`src/rtl/uart_pkg.sv`:
```
// Shared definitions for the UART core: the frame FSM state type and the
// oversampling constants used by both the receiver and the transmitter.
package uart_pkg;

    typedef enum logic [1:0] {
        IDLE  = 2'd0,
        START = 2'd1,
        DATA  = 2'd2,
        STOP  = 2'd3
    } uart_state_t;

    localparam int OVERSAMPLE = 16;
    localparam int START_MID  = 7;

endpackage

```
`src/rtl/uart_fifo.sv`:
```
// Circular FIFO with registered full/empty flags and a first-word-fall-through
// read port. Used as the RX and TX buffers of uart_core.
module uart_fifo #(
    parameter int B = 8,
    parameter int W = 2
) (
    input  logic         i_clk,
    input  logic         i_reset,
    input  logic         i_rd,
    input  logic         i_wr,
    input  logic [B-1:0] i_w_data,
    output logic         o_empty,
    output logic         o_full,
    output logic [B-1:0] o_r_data
);

    logic [B-1:0] mem [2**W];
    logic [W-1:0] w_ptr;
    logic [W-1:0] r_ptr;
    logic [W-1:0] w_ptr_nx;
    logic [W-1:0] r_ptr_nx;
    logic         do_wr;
    logic         do_rd;

    // A write into a full FIFO is still accepted when a read frees the head slot.
    assign do_wr    = i_wr && (!o_full || i_rd);
    assign do_rd    = i_rd && !o_empty;
    assign w_ptr_nx = w_ptr + 1'b1;
    assign r_ptr_nx = r_ptr + 1'b1;

    always_ff @(posedge i_clk) begin
        if (!i_reset) begin
            for (int i = 0; i < 2**W; i++) begin
                mem[i[W-1:0]] <= '0;
            end
            w_ptr   <= '0;
            r_ptr   <= '0;
            o_empty <= 1'b1;
            o_full  <= 1'b0;
        end else begin
            if (do_wr) begin
                mem[w_ptr] <= i_w_data;
                w_ptr      <= w_ptr_nx;
            end
            if (do_rd) begin
                r_ptr <= r_ptr_nx;
            end
            if (do_wr && !do_rd) begin
                o_empty <= 1'b0;
                o_full  <= (w_ptr_nx == r_ptr);
            end else if (do_rd && !do_wr) begin
                o_full  <= 1'b0;
                o_empty <= (r_ptr_nx == w_ptr);
            end
        end
    end

    assign o_r_data = mem[r_ptr];

endmodule

```
`src/rtl/uart_core.sv`:
```
// Full-duplex UART: baud tick generator, 16x oversampling receiver and transmitter,
// each direction buffered by uart_fifo. Define UART_FRAME_ERR_EN to add o_frame_err.
module uart_core
    import uart_pkg::*;
#(
    parameter int DBIT    = 8,
    parameter int SB_TICK = 16,
    parameter int DVSR    = 163,
    parameter int FIFO_W  = 2
) (
    input  logic            i_clk,
    input  logic            i_reset,
    input  logic            i_rd_uart,
    input  logic            i_wr_uart,
    input  logic            i_rx,
    input  logic [DBIT-1:0] i_w_data,
    output logic            o_tx_full,
    output logic            o_rx_empty,
    output logic            o_tx,
    output logic [DBIT-1:0] o_r_data
`ifdef UART_FRAME_ERR_EN
    ,
    output logic            o_frame_err
`endif
);

    localparam int BW = $clog2(DVSR + 1);
    localparam int SW = 6;
    localparam int NW = $clog2(DBIT + 1);

    logic [BW-1:0]   baud_cnt;
    logic            tick;

    logic [1:0]      rx_sync;
    logic            rx_in;
    uart_state_t     rx_state, rx_state_nx;
    logic [SW-1:0]   rx_s, rx_s_nx;
    logic [NW-1:0]   rx_n, rx_n_nx;
    logic [DBIT-1:0] rx_b, rx_b_nx;
    logic            rx_done;
    logic            rx_full_unused;

    uart_state_t     tx_state, tx_state_nx;
    logic [SW-1:0]   tx_s, tx_s_nx;
    logic [NW-1:0]   tx_n, tx_n_nx;
    logic [DBIT-1:0] tx_b, tx_b_nx;
    logic            tx_reg, tx_nx;
    logic            tx_done;
    logic            tx_empty;
    logic [DBIT-1:0] tx_head;

`ifdef UART_FRAME_ERR_EN
    logic            rx_ferr;
`endif

    // Baud tick: one-cycle pulse every DVSR clocks, free running.
    always_ff @(posedge i_clk) begin
        if (!i_reset) begin
            baud_cnt <= '0;
        end else if (baud_cnt == BW'(DVSR - 1)) begin
            baud_cnt <= '0;
        end else begin
            baud_cnt <= baud_cnt + 1'b1;
        end
    end

    assign tick = (baud_cnt == BW'(DVSR - 1));

    // i_rx is asynchronous to i_clk; two flops before any decision is taken on it.
    always_ff @(posedge i_clk) begin
        if (!i_reset) begin
            rx_sync <= 2'b11;
        end else begin
            rx_sync <= {rx_sync[0], i_rx};
        end
    end

    assign rx_in = rx_sync[1];

    always_ff @(posedge i_clk) begin
        if (!i_reset) begin
            rx_state <= IDLE;
            rx_s     <= '0;
            rx_n     <= '0;
            tx_state <= IDLE;
            tx_s     <= '0;
            tx_n     <= '0;
            tx_reg   <= 1'b1;
        end else begin
            rx_state <= rx_state_nx;
            rx_s     <= rx_s_nx;
            rx_n     <= rx_n_nx;
            tx_state <= tx_state_nx;
            tx_s     <= tx_s_nx;
            tx_n     <= tx_n_nx;
            tx_reg   <= tx_nx;
        end
    end

    always_ff @(posedge i_clk) begin
        rx_b <= rx_b_nx;
        tx_b <= tx_b_nx;
    end

    always_comb begin
        rx_state_nx = rx_state;
        rx_s_nx     = rx_s;
        rx_n_nx     = rx_n;
        rx_b_nx     = rx_b;
        rx_done     = 1'b0;
`ifdef UART_FRAME_ERR_EN
        rx_ferr     = 1'b0;
`endif
        case (rx_state)
            IDLE: begin
                if (!rx_in) begin
                    rx_state_nx = START;
                    rx_s_nx     = '0;
                end
            end
            START: begin
                if (tick) begin
                    if (rx_s == SW'(START_MID)) begin
                        // A start bit that is gone by mid-bit was a glitch.
                        rx_state_nx = rx_in ? IDLE : DATA;
                        rx_s_nx     = '0;
                        rx_n_nx     = '0;
                    end else begin
                        rx_s_nx = rx_s + 1'b1;
                    end
                end
            end
            DATA: begin
                if (tick) begin
                    if (rx_s == SW'(OVERSAMPLE - 1)) begin
                        rx_s_nx = '0;
                        rx_b_nx = {rx_in, rx_b[DBIT-1:1]};
                        if (rx_n == NW'(DBIT - 1)) begin
                            rx_state_nx = STOP;
                        end else begin
                            rx_n_nx = rx_n + 1'b1;
                        end
                    end else begin
                        rx_s_nx = rx_s + 1'b1;
                    end
                end
            end
            STOP: begin
                if (tick) begin
                    if (rx_s == SW'(SB_TICK - 1)) begin
                        rx_state_nx = IDLE;
`ifdef UART_FRAME_ERR_EN
                        rx_done = rx_in;
                        rx_ferr = !rx_in;
`else
                        rx_done = 1'b1;
`endif
                    end else begin
                        rx_s_nx = rx_s + 1'b1;
                    end
                end
            end
            default: rx_state_nx = IDLE;
        endcase
    end

    always_comb begin
        tx_state_nx = tx_state;
        tx_s_nx     = tx_s;
        tx_n_nx     = tx_n;
        tx_b_nx     = tx_b;
        tx_nx       = tx_reg;
        tx_done     = 1'b0;
        case (tx_state)
            IDLE: begin
                tx_nx = 1'b1;
                if (!tx_empty) begin
                    tx_state_nx = START;
                    tx_s_nx     = '0;
                    tx_b_nx     = tx_head;
                end
            end
            START: begin
                tx_nx = 1'b0;
                if (tick) begin
                    if (tx_s == SW'(OVERSAMPLE - 1)) begin
                        tx_state_nx = DATA;
                        tx_s_nx     = '0;
                        tx_n_nx     = '0;
                    end else begin
                        tx_s_nx = tx_s + 1'b1;
                    end
                end
            end
            DATA: begin
                tx_nx = tx_b[0];
                if (tick) begin
                    if (tx_s == SW'(OVERSAMPLE - 1)) begin
                        tx_s_nx = '0;
                        tx_b_nx = tx_b >> 1;
                        if (tx_n == NW'(DBIT - 1)) begin
                            tx_state_nx = STOP;
                        end else begin
                            tx_n_nx = tx_n + 1'b1;
                        end
                    end else begin
                        tx_s_nx = tx_s + 1'b1;
                    end
                end
            end
            STOP: begin
                tx_nx = 1'b1;
                if (tick) begin
                    if (tx_s == SW'(SB_TICK - 1)) begin
                        tx_state_nx = IDLE;
                        tx_done     = 1'b1;
                    end else begin
                        tx_s_nx = tx_s + 1'b1;
                    end
                end
            end
            default: tx_state_nx = IDLE;
        endcase
    end

    assign o_tx = tx_reg;

`ifdef UART_FRAME_ERR_EN
    always_ff @(posedge i_clk) begin
        if (!i_reset) begin
            o_frame_err <= 1'b0;
        end else begin
            o_frame_err <= rx_ferr;
        end
    end
`endif

    // The TX head is popped only when its frame has fully left the pin.
    uart_fifo #(.B(DBIT), .W(FIFO_W)) u_tx_fifo (
        .i_clk    (i_clk),
        .i_reset  (i_reset),
        .i_rd     (tx_done),
        .i_wr     (i_wr_uart),
        .i_w_data (i_w_data),
        .o_empty  (tx_empty),
        .o_full   (o_tx_full),
        .o_r_data (tx_head)
    );

    uart_fifo #(.B(DBIT), .W(FIFO_W)) u_rx_fifo (
        .i_clk    (i_clk),
        .i_reset  (i_reset),
        .i_rd     (i_rd_uart),
        .i_wr     (rx_done),
        .i_w_data (rx_b),
        .o_empty  (o_rx_empty),
        .o_full   (rx_full_unused),
        .o_r_data (o_r_data)
    );

endmodule

```
`config.mk`:
```
export PLATFORM = sky130hd
export DESIGN_NAME = uart_core
export DESIGN_NICKNAME = d
export VERILOG_FILES = /design/src/rtl/uart_pkg.sv /design/src/rtl/uart_fifo.sv /design/src/rtl/uart_core.sv
export SDC_FILE = /design/constraint.sdc
export NUM_CORES = 1
export LEC_CHECK = 0
export CAP_MARGIN = 20
export CELL_PAD_IN_SITES_DETAIL_PLACEMENT = 1
export CELL_PAD_IN_SITES_GLOBAL_PLACEMENT = 2
export CORE_MARGIN = 10
export CORE_UTILIZATION = 40
export CTS_BUF_LIST = sky130_fd_sc_hd__clkbuf_8
export DETAILED_ROUTE_END_ITERATION = 10
export GPL_ROUTABILITY_DRIVEN = 0
export HOLD_SLACK_MARGIN = 0.05
export PLACE_DENSITY = 0.78
export SLEW_MARGIN = 10
export SYNTH_ARGS = -nofsm -noshare
export SYNTH_HDL_FRONTEND = slang
export SYNTH_SLANG_ARGS = --single-unit
```
`constraint.sdc`:
```
create_clock -name i_clk -period 7.43 [get_ports i_clk]
set_input_delay 0.743 -clock i_clk [delete_from_list [all_inputs] [get_ports i_clk]]
set_output_delay 0.743 -clock i_clk [all_outputs]
set_load 0.05 [all_outputs]
```
==> flow_summary.toml <==
[power]
power_density_nw_per_um2 = 254
p_leak_nw = 2.44
power_mw = 1.74
irDropWorstVdd_mv = 0.109

[detailed_routing]
drc = 0
ant_nets = 0
via_per_inst = 5.46
highest_layer = "met4"
met3_length_um = 435
routed_wl_mm = 13.8
wl_met1_mm = 6.35
dr_wl_met2_mm = 6.93
via_count = 4037
post_drt_wl_per_cell_um = 18.7
firstDrtPassIters = 4
first_iter_violations = 208

[global_routing]
grt_pass1_vias = 4274
grt.total_usage = 0.142
antenna_found_initial = 0
grt_pass1_wl_mm = 22.7
overflow = 0
grt_start_max_net_pins = 36

[timing]
whs_ps = 413
rsz0062_at_grt = "no"
period_share = 0.434
fin_skew_ps = 12.7
max_freq_mhz = 310
fin_crit_ps = 3220
tightest_slew_ps = 1030
relSlewSlack = 0.311
slew_violations = 0
hold_viol = 0
finalSetupTns_ps = 0
setup_viol = 0

[run_status]
status = "completed"

[placed_design]
place.port_buffers = 23
dp.cells = 708
hpwl_mm = 9.58

[setup_path]
crit_path_start_kind = "flip-flop"
required_ps = 6690
path_cells = "mux4_2 > clkdlybuf4s50_1"
crit_fanout = 8
worstSetupPathType = "flip-flop to output port"
slowest_delay_ps = 730
cp_data_arrival_time_ps = 2480
slowest_stage = "clkdlybuf4s50_1"
end_kind = "output port"

[hold_path]
hp-class = "flip-flop to flip-flop"

[cells_and_area]
final_nets = 568
fill_cells = 1552
final_common_cell = "edfxtp_1"
areaGrowthSynthToFinish_pct = 13.7
mostFrequentLayoutCells = "edfxtp_1, nor2_1, dfxtp_1, nand2_1, and2_1"
fin_cells = 739
drive_above_1_share = 0.135
antennaDiodeCount = 0

[clock_tree]
cts_resized = 0
htree_levels = 4
numCtsBuffers = 17
clockBufferDepth = 2
cts_tree = "yes"
cts_sinks = 131
clk_latency_ps = 450
path_clk_slew_ps = 80
ctsHoldBuffers = 0
post_cts_buffers = 0
cts-root-buf = "clkbuf_8"

[run]
maxCapViolCount = 0

[die]
dieArea_um2 = 20400
row_count = 44
ios = 24
core_um2 = 14600
die_height_um = 143
initial_utilization = 0.412
die_width_um = 143

[synthesis]
ys_types = 63
async_reset_ff_frac = 0
ys_seq_elements = 131
syn-num-nets = 542
synth_ff_type = "edfxtp_1"
syn_avg_cell_area_um2 = 11.7
synthCells = 517
synth_top_cell_by_area = "edfxtp_1"
synth_edf_count = 80
syn_area_um2 = 6040
synth_top_area_share = 0.398
synth_top_cells_by_area = "edfxtp_1, dfxtp_1, mux4_2"
yosysWarningCount = 0
ys_seq_area_frac = 0.567
## critical path, delay by kind of cell, from the launching register on
family   cells  cell delay, ps
buf+inv      1             730
flops        1             710
mux          1             590
## kinds of logic (layout without fill, tap and decap cells)
group	Yosys count	count (layout)	share of synthesized area
flip-flops	131	131	0.567
AO/OA/AOI/OAI	63	63	0.0732
AND/OR/NAND/NOR	228	228	0.199
adder cells (fa/ha/maj)	12	12	0.0249
multiplexers	32	32	0.0879
buffers and inverters	34	72	0.0230
XOR/XNOR	17	17	0.0247
## layer usage
layer  GRT usage  up-vias
met1       0.172     2041
met4      0.0407        0
met2       0.242       40
met3      0.0408       13
li1            -     1943
met5           0        -
## sequential cells by signal, summed over array words and instances (netlist names), 4 cells and up, named ones only
signal	count
u_rx_fifo.mem	32
u_tx_fifo.mem	32
baud_cnt	8
rx_b	8
tx_b	8
rx_s	6
tx_s	6
rx_n	4
tx_n	4
## report_power, final
part | internal, mW | leakage, nW | total, mW | switching, mW
Clock | 0.363 | 0.211 | 0.653 | 0.290
Sequential | 0.837 | 1.20 | 0.864 | 0.0266
Combinational | 0.0793 | 1.03 | 0.227 | 0.148
Total | 1.28 | 2.44 | 1.74 | 0.465
## cell usage after synthesis (all sizes together), types with 11 or more instances
cell / n
inv: 13
ha: 12
nor2: 72
o21ai: 19
nand2: 37
and3: 15
edfxtp: 80
dfxtp: 51
clkbuf: 15
nand3: 17
and2: 31
a21oi: 11
mux4: 16
## path summary, 6_finish.rpt
path                                 start                  end  slack, ps  cells past startpoint
worst max register to register     rx_s[0]  u_rx_fifo.mem[2][2]       4400                      6
worst min-delay path            rx_sync[0]           rx_sync[1]        410                      1
worst min register to register  rx_sync[0]           rx_sync[1]        410                      1
worst max-delay path             flip-flop          o_r_data[5]       4210                      2
## cell type report
| type | instances | area (µm²) | share of cell area |
|---|---|---|---|
| Clock inverter | 14 | 188 | 0.0274 |
| Multi-Input combinational cell | 352 | 2470 | 0.361 |
| Inverter | 13 | 48.8 | 0.00711 |
| Clock buffer | 17 | 234 | 0.0341 |
| Timing Repair Buffer | 28 | 263 | 0.0383 |
| Tap cell | 184 | 230 | 0.0336 |
| Sequential cell | 131 | 3420 | 0.499 |
## metrics by stage
| stage | setup WS [ps] | cell area, µm² | utilization |
|---|---|---|---|
| after floorplan | 4950 | 6040 | - |
| after global placement | 4160 | 6430 | 0.439 |
| after detailed placement | 4110 | 6440 | 0.440 |
| after CTS | 4120 | 6860 | 0.468 |
| after global routing | 4060 | 6860 | 0.468 |
| final | 4210 | 6860 | 0.468 |
No activity file was read; power rests on OpenSTA's default activity.
